==> src/rtl/uart_joypad_ctrl_pkg.sv <==
// Shared types and constants for the controller host link: FSM encodings,
// the SPART register map and the NES button bit positions.
package uart_joypad_ctrl_pkg;

  typedef enum logic [1:0] {
    HUNT     = 2'd0,
    GOT_SYNC = 2'd1,
    GOT_P1   = 2'd2,
    GOT_P2   = 2'd3
  } pkt_state_e;

  typedef enum logic {
    IDLE = 1'b0,
    READ = 1'b1
  } bus_state_e;

  localparam logic [1:0] ADDR_RXDATA = 2'b00;

  localparam int BTN_A      = 0;
  localparam int BTN_B      = 1;
  localparam int BTN_SELECT = 2;
  localparam int BTN_START  = 3;
  localparam int BTN_UP     = 4;
  localparam int BTN_DOWN   = 5;
  localparam int BTN_LEFT   = 6;
  localparam int BTN_RIGHT  = 7;

  // Packet check byte: XOR of header and both button bytes.
  function automatic logic [7:0] pkt_checksum(input logic [7:0] sync,
                                              input logic [7:0] p1,
                                              input logic [7:0] p2);
    return sync ^ p1 ^ p2;
  endfunction

endpackage

==> src/rtl/uart_joypad_ctrl_if.sv <==
// SPART register-bus bundle: baud enable, chip select/rw/address out,
// receive data and data-available back in.
interface uart_joypad_ctrl_if;
  logic       en;
  logic       iocs;
  logic       iorw;
  logic [1:0] ioaddr;
  logic [7:0] data;
  logic       rda;

  modport master (output en, iocs, iorw, ioaddr, input data, rda);
  modport slave  (input en, iocs, iorw, ioaddr, output data, rda);
endinterface

==> src/rtl/uart_joypad_ctrl_joypad_shifter.sv <==
// NES-style serial shift-out for one player: parallel load while strobe is
// high, shift right filling ones on each CPU read while strobe is low.
module joypad_shifter (
  input  logic       clk,
  input  logic       rst_n,
  input  logic       strobe,
  input  logic       rd,
  input  logic [7:0] btn,
  output logic       ser_bit
);

  logic [7:0] shreg_r;

  // Shift register: strobe load has priority over read pulses.
  always_ff @(posedge clk or negedge rst_n) begin
    if (!rst_n) begin
      shreg_r <= 8'hFF;
    end else if (strobe) begin
      shreg_r <= btn;
    end else if (rd) begin
      shreg_r <= {1'b1, shreg_r[7:1]};
    end else begin
      shreg_r <= shreg_r;
    end
  end

  assign ser_bit = shreg_r[0];

endmodule

==> src/rtl/uart_joypad_ctrl.sv <==
// Host-link sequencer: baud enable, SPART rx drain, 4-byte packet parser with
// link timeout, and two joypad shift-out channels.
module uart_joypad_ctrl
  import uart_joypad_ctrl_pkg::*;
#(
  parameter int         BAUD_DIV = 27,
  parameter int         TIMEOUT  = 500000,
  parameter logic [7:0] SYNC     = 8'hA5
) (
  input  logic                   clk,
  input  logic                   rst_n,
  uart_joypad_ctrl_if.master     spart,
  input  logic                   strobe,
  input  logic                   rd_p1,
  input  logic                   rd_p2,
  output logic                   p1_bit,
  output logic                   p2_bit,
  output logic                   link_ok,
  output logic                   pkt_err
);

  localparam int                BAUD_W    = (BAUD_DIV > 1) ? $clog2(BAUD_DIV) : 1;
  localparam logic [BAUD_W-1:0] BAUD_LAST = BAUD_W'(BAUD_DIV - 1);
  localparam logic [BAUD_W-1:0] BAUD_ONE  = {{(BAUD_W-1){1'b0}}, 1'b1};
  localparam int                TO_W      = $clog2(TIMEOUT + 1);
  localparam logic [TO_W-1:0]   TO_MAX    = TO_W'(TIMEOUT);
  localparam logic [TO_W-1:0]   TO_ONE    = {{(TO_W-1){1'b0}}, 1'b1};

  logic [BAUD_W-1:0] baud_cnt_r;
  bus_state_e        bus_state_r, bus_next_s;
  pkt_state_e        pkt_state_r, pkt_next_s;
  logic [TO_W-1:0]   to_cnt_r;
  logic [7:0]        tmp1_r, tmp1_s, tmp2_r, tmp2_s;
  logic [7:0]        btn1_r, btn1_s, btn2_r, btn2_s;
  logic              link_r, link_s, err_r, err_s;
  logic              capture_s, timeout_s;
  logic [7:0]        byte_s;

  // Free-running 16x baud enable.
  always_ff @(posedge clk or negedge rst_n) begin
    if (!rst_n) begin
      baud_cnt_r <= {BAUD_W{1'b0}};
    end else if (baud_cnt_r == BAUD_LAST) begin
      baud_cnt_r <= {BAUD_W{1'b0}};
    end else begin
      baud_cnt_r <= baud_cnt_r + BAUD_ONE;
    end
  end

  assign spart.en = (baud_cnt_r == BAUD_LAST);

  // Bus FSM state register.
  always_ff @(posedge clk or negedge rst_n) begin
    if (!rst_n) begin
      bus_state_r <= IDLE;
    end else begin
      bus_state_r <= bus_next_s;
    end
  end

  // One-cycle read per available byte; rda is re-sampled straight from IDLE.
  always_comb begin
    bus_next_s = bus_state_r;
    case (bus_state_r)
      IDLE: begin
        if (spart.rda) bus_next_s = READ;
        else           bus_next_s = IDLE;
      end
      READ:    bus_next_s = IDLE;
      default: bus_next_s = IDLE;
    endcase
  end

  assign spart.iocs   = (bus_state_r == READ);
  assign spart.iorw   = (bus_state_r == READ);
  assign spart.ioaddr = ADDR_RXDATA;
  assign capture_s    = (bus_state_r == READ);
  assign byte_s       = spart.data;

  // Inter-byte silence counter, saturating at TIMEOUT.
  always_ff @(posedge clk or negedge rst_n) begin
    if (!rst_n) begin
      to_cnt_r <= {TO_W{1'b0}};
    end else if (capture_s) begin
      to_cnt_r <= {TO_W{1'b0}};
    end else if (to_cnt_r != TO_MAX) begin
      to_cnt_r <= to_cnt_r + TO_ONE;
    end else begin
      to_cnt_r <= to_cnt_r;
    end
  end

  // A capture in the timeout cycle takes precedence over the link drop.
  assign timeout_s = (to_cnt_r == TO_MAX) && !capture_s;

  // Packet FSM and button/link datapath registers.
  always_ff @(posedge clk or negedge rst_n) begin
    if (!rst_n) begin
      pkt_state_r <= HUNT;
      tmp1_r      <= 8'h00;
      tmp2_r      <= 8'h00;
      btn1_r      <= 8'h00;
      btn2_r      <= 8'h00;
      link_r      <= 1'b0;
      err_r       <= 1'b0;
    end else begin
      pkt_state_r <= pkt_next_s;
      tmp1_r      <= tmp1_s;
      tmp2_r      <= tmp2_s;
      btn1_r      <= btn1_s;
      btn2_r      <= btn2_s;
      link_r      <= link_s;
      err_r       <= err_s;
    end
  end

  // Packet parser next state; a failing check byte equal to SYNC restarts a packet.
  always_comb begin
    pkt_next_s = pkt_state_r;
    tmp1_s     = tmp1_r;
    tmp2_s     = tmp2_r;
    btn1_s     = btn1_r;
    btn2_s     = btn2_r;
    link_s     = link_r;
    err_s      = 1'b0;
    if (capture_s) begin
      case (pkt_state_r)
        HUNT: begin
          if (byte_s == SYNC) pkt_next_s = GOT_SYNC;
          else                pkt_next_s = HUNT;
        end
        GOT_SYNC: begin
          tmp1_s     = byte_s;
          pkt_next_s = GOT_P1;
        end
        GOT_P1: begin
          tmp2_s     = byte_s;
          pkt_next_s = GOT_P2;
        end
        GOT_P2: begin
          if (byte_s == pkt_checksum(SYNC, tmp1_r, tmp2_r)) begin
            btn1_s     = tmp1_r;
            btn2_s     = tmp2_r;
            link_s     = 1'b1;
            pkt_next_s = HUNT;
          end else begin
            err_s      = 1'b1;
            pkt_next_s = (byte_s == SYNC) ? GOT_SYNC : HUNT;
          end
        end
        default: pkt_next_s = HUNT;
      endcase
    end else if (timeout_s) begin
      pkt_next_s = HUNT;
      link_s     = 1'b0;
      btn1_s     = 8'h00;
      btn2_s     = 8'h00;
    end else begin
      pkt_next_s = pkt_state_r;
    end
  end

  assign link_ok = link_r;
  assign pkt_err = err_r;

  joypad_shifter u_shift_p1 (
    .clk     (clk),
    .rst_n   (rst_n),
    .strobe  (strobe),
    .rd      (rd_p1),
    .btn     (btn1_r),
    .ser_bit (p1_bit)
  );

  joypad_shifter u_shift_p2 (
    .clk     (clk),
    .rst_n   (rst_n),
    .strobe  (strobe),
    .rd      (rd_p2),
    .btn     (btn2_r),
    .ser_bit (p2_bit)
  );

endmodule
==> src/flat_wrapper.sv <==
// flat-port wrapper written by rule: the top's interface ports become plain ports
module uart_joypad_ctrl_flat import uart_joypad_ctrl_pkg::*;
#(
  parameter int         BAUD_DIV = 27,
  parameter int         TIMEOUT  = 500000,
  parameter logic [7:0] SYNC     = 8'hA5
)
  (clk, rst_n, strobe, rd_p1, rd_p2, p1_bit, p2_bit, link_ok, pkt_err, spart_en, spart_iocs, spart_iorw, spart_ioaddr, spart_data, spart_rda);
  uart_joypad_ctrl_if spart_i ();
  input  logic clk;
  input  logic rst_n;
  input  logic strobe;
  input  logic rd_p1;
  input  logic rd_p2;
  output logic p1_bit;
  output logic p2_bit;
  output logic link_ok;
  output logic pkt_err;
  output wire logic [$bits(spart_i.en)-1:0] spart_en;
  output wire logic [$bits(spart_i.iocs)-1:0] spart_iocs;
  output wire logic [$bits(spart_i.iorw)-1:0] spart_iorw;
  output wire logic [$bits(spart_i.ioaddr)-1:0] spart_ioaddr;
  input wire logic [$bits(spart_i.data)-1:0] spart_data;
  input wire logic [$bits(spart_i.rda)-1:0] spart_rda;
  assign spart_en = spart_i.en;
  assign spart_iocs = spart_i.iocs;
  assign spart_iorw = spart_i.iorw;
  assign spart_ioaddr = spart_i.ioaddr;
  assign spart_i.data = spart_data;
  assign spart_i.rda = spart_rda;
  uart_joypad_ctrl #(.BAUD_DIV(BAUD_DIV), .TIMEOUT(TIMEOUT), .SYNC(SYNC)) u_core (.clk(clk), .rst_n(rst_n), .spart(spart_i), .strobe(strobe), .rd_p1(rd_p1), .rd_p2(rd_p2), .p1_bit(p1_bit), .p2_bit(p2_bit), .link_ok(link_ok), .pkt_err(pkt_err));
endmodule
==> config.mk <==
export PLATFORM = sky130hd
export DESIGN_NAME = uart_joypad_ctrl_flat
export DESIGN_NICKNAME = d
export VERILOG_FILES = /design/src/rtl/uart_joypad_ctrl_pkg.sv /design/src/rtl/uart_joypad_ctrl_if.sv /design/src/rtl/uart_joypad_ctrl_joypad_shifter.sv /design/src/rtl/uart_joypad_ctrl.sv /design/src/flat_wrapper.sv
export SDC_FILE = /design/constraint.sdc
export NUM_CORES = 1
export LEC_CHECK = 0
export CELL_PAD_IN_SITES_DETAIL_PLACEMENT = 1
export CELL_PAD_IN_SITES_GLOBAL_PLACEMENT = 1
export CORE_ASPECT_RATIO = 1.2
export CORE_MARGIN = 3
export CORE_UTILIZATION = 47
export CTS_BUF_LIST = sky130_fd_sc_hd__clkbuf_16
export CTS_CLUSTER_DIAMETER = 50
export DETAILED_ROUTE_END_ITERATION = 10
export PLACE_DENSITY_LB_ADDON = 0.1
export SYNTH_ARGS = -nofsm -noshare
export SYNTH_HDL_FRONTEND = slang
export SYNTH_SLANG_ARGS = --single-unit
export TNS_END_PERCENT = 20
==> constraint.sdc <==
create_clock -name clk -period 2.9 [get_ports clk]
set_clock_uncertainty 0.05 [all_clocks]
set_input_delay 0.58 -clock clk [delete_from_list [all_inputs] [get_ports clk]]
set_output_delay 0.58 -clock clk [all_outputs]
set_load 0.005 [all_outputs]
==> results.json <==
{
  "max_stage_delay_ps": 540,
  "ys.flop_type": "dfrtp_1",
  "use_met2_pct": 26.5,
  "clockRootBuffer": "clkbuf_16",
  "grt_pass1_vias": 2611,
  "hold_path_class": "input port to asynchronous set/reset pin",
  "crit_chain": "inv_1 > ha_1 > and4b_1 > clkdlybuf4s50_1",
  "gp_congestion": 0.738,
  "synth_edf_count": 0,
  "status": "completed",
  "synth_common_cells": "61 x dfrtp_1, 45 x o21ai_0, 30 x mux2i_1",
  "grt_max_degree": 51,
  "crit_path_start_kind": "register",
  "die_x_um": 88.1,
  "drv_cap": 0,
  "peakVddDrop_v": 0.000430,
  "cts-resized-gates": 0,
  "setup_viol": 0,
  "max_clock_freq_mhz": 410,
  "synth_cell_types": 43,
  "worst_pin_slew_ps": 632,
  "netlist_instances": 347,
  "grt_util_met3_pct": 4.65,
  "io_pins": 23,
  "antenna_found_initial": 0,
  "cts.sinks": 77,
  "fillers": 843,
  "core.rowCount": 35,
  "core_sq_um": 7790,
  "yosysMostFrequentCell": "dfrtp_1",
  "routed_wl_um": 7770,
  "maxSlewViolCount": 0,
  "critPathCaptureType": "output port",
  "crit_type": "register to output port",
  "dp.cells": 447,
  "portBuffers": 20,
  "top_usage_layer": "met1",
  "via_per_inst": 5.53,
  "grt_pass1_wl_um": 13100,
  "p_total_mw": 3.20,
  "grt_overflow": 0,
  "hold_buffers": 0,
  "fin_util_pct": 56.3,
  "htree_levels": 3,
  "slew_headroom_pct": 57.8,
  "drc_errors": 0,
  "drt_iter0_markers": 108,
  "route.vias.total": 2559,
  "synth_top_family_by_area": "simple AND/OR/NAND/NOR gates",
  "syn_to_final_growth_pct": 15.3,
  "nNetsFinal": 388,
  "wl_per_cell_um": 16.8,
  "ys_seq_area_share_pct": 51.2,
  "fin_crit_sh_pct": 84.2,
  "clockBufferDepth": 2,
  "rsz0062_at_grt": "false",
  "hold_slack_ps": 214,
  "arrival_ps": 1810,
  "crit_fanout": 5,
  "met1_usage_pct": 27.0,
  "fin_setup_tns_ps": 0,
  "drtAntennaViolNets": 0,
  "synthMuxAreaShare_pct": 12.6,
  "synth-compound-area-share_pct": 8.52,
  "synth_top_cell_by_area": "dfrtp_1",
  "syn_area_sq_um": 3800,
  "synth-simple-area-share_pct": 12.7,
  "antenna_cells": 0,
  "clk_latency_ps": 330,
  "initial_core_util_pct": 48.8,
  "ys_top_cells_by_area": "dfrtp_1 40%, dfstp_2 11%, mux2i_1 7.9%",
  "dpl.hpwl_um": 5270,
  "firstDrtPassIters": 4,
  "dieHeight_um": 105,
  "yosysWarnings": 0,
  "numCtsBuffers": 9,
  "crit_required_ps": 2270,
  "clkSlewWorstSetupHoldPaths_ps": 60,
  "ys_async_sr_fraction_pct": 100,
  "synth_top_area_share_pct": 40.1,
  "post_cts_buffers": 0,
  "cts_tree": "done",
  "drive_above_1_share_pct": 15.1,
  "ys_ff_latch": 77,
  "fin_cells": 463,
  "hold_viol": 0,
  "synth-xor-area-share_pct": 7.40,
  "synth_area_per_cell_sq_um": 11.0,
  "die-area_sq_um": 9220,
  "fin_ws_ps": 459,
  "synthAdderAreaFrac_pct": 2.63,
  "design_area_sq_um": 4390,
  "power.leakage_nw": 1.89,
  "layout_min_cycle_time_ps": 2440,
  "slowest_stage": "clkdlybuf4s50_1",
  "powerDensity_nw_per_um2": 729,
  "pre_cts_slack_ps": 150,
  "grt_usage_pct": 18.4,
  "dpl-instance-area_sq_um": 4090
}
## power breakdown
part / total, mW / internal (mW) / switching [mW]
Sequential: 1.41 / 1.25 / 0.160
Combinational: 0.677 / 0.428 / 0.249
Clock: 1.12 / 0.669 / 0.447
## per-layer routing
layer	wire length, um	vias to the layer above
li1	-	1242
met5	0	-
met2	3610	31
met1	3840	1275
met4	127	0
met3	194	11
## final timing paths
kind,start,to,slack [ps],depth (start not counted)
min in group clk,u_core.btn2_r[2],u_core.u_shift_p2.shreg_r[2],430,2
max,u_core.baud_cnt_r[0],spart_en,460,4
max reg2reg,u_core.to_cnt_r[3],u_core.to_cnt_r[1],610,4
min,rst_n,u_core.baud_cnt_r[1],210,1
min reg2reg,u_core.btn2_r[2],u_core.u_shift_p2.shreg_r[2],430,2
max in group asynchronous,rst_n,u_core.to_cnt_r[0],1920,2
## final cells by class
type | instances | area, sq um | area share (%)
Sequential cell | 77 | 1950 | 44.4
Multi-Input combinational cell | 227 | 1680 | 38.2
Timing Repair Buffer | 26 | 255 | 5.82
Clock buffer | 9 | 225 | 5.13
Tap cell | 92 | 115 | 2.62
Inverter | 25 | 93.8 | 2.14
Clock inverter | 7 | 73.8 | 1.68
## logic make-up (layout without fill, tap and decap cells)
group           count (synthesis)  in the layout
simple gates                   90             90
flops                          77             77
compound gates                 62             62
mux                            46             46
buf+inv                        44             67
xor+xnor                       19             19
fa+ha+maj                       8              8
other cells                     1              2
## flip-flops by register name, indices dropped and copies added (netlist names)
name,flops
u_core.tmp1_r,8
u_core.btn1_r,8
u_core.btn2_r,8
u_core.tmp2_r,8
u_core.link_ok,1
u_core.u_shift_p2.shreg_r,8
u_core.baud_cnt_r,5
u_core.to_cnt_r,19
u_core.u_shift_p1.shreg_r,8
u_core.pkt_err,1
u_core.pkt_state_r,2
u_core.spart.iocs,1
## cell usage in the layout (no fill, tap or decap), drive strengths merged, types with 5 or more instances in the layout
cell type / synthesis / routed
dfrtp: 61 / 61
inv: 25 / 26
xor2: 8 / 8
nor2: 16 / 16
clkdlybuf4s50: 0 / 19
nand3: 12 / 12
mux2i: 30 / 30
buf: 6 / 7
o21ai: 46 / 46
mux2: 16 / 16
nand2: 25 / 25
a21oi: 11 / 11
dfstp: 16 / 16
clkbuf: 13 / 9
or3: 8 / 8
clkinv: 0 / 5
ha: 8 / 8
## worst max-delay path: cells and delay by family, from the launching register on
| family | cells | cell delay, ps |
|---|---|---|
| buffers and inverters | 2 | 610 |
| adder cells (fa/ha/maj) | 1 | 150 |
| AND/OR/NAND/NOR | 1 | 310 |
| flip-flops | 1 | 410 |
(Power assumes the default switching activity.)
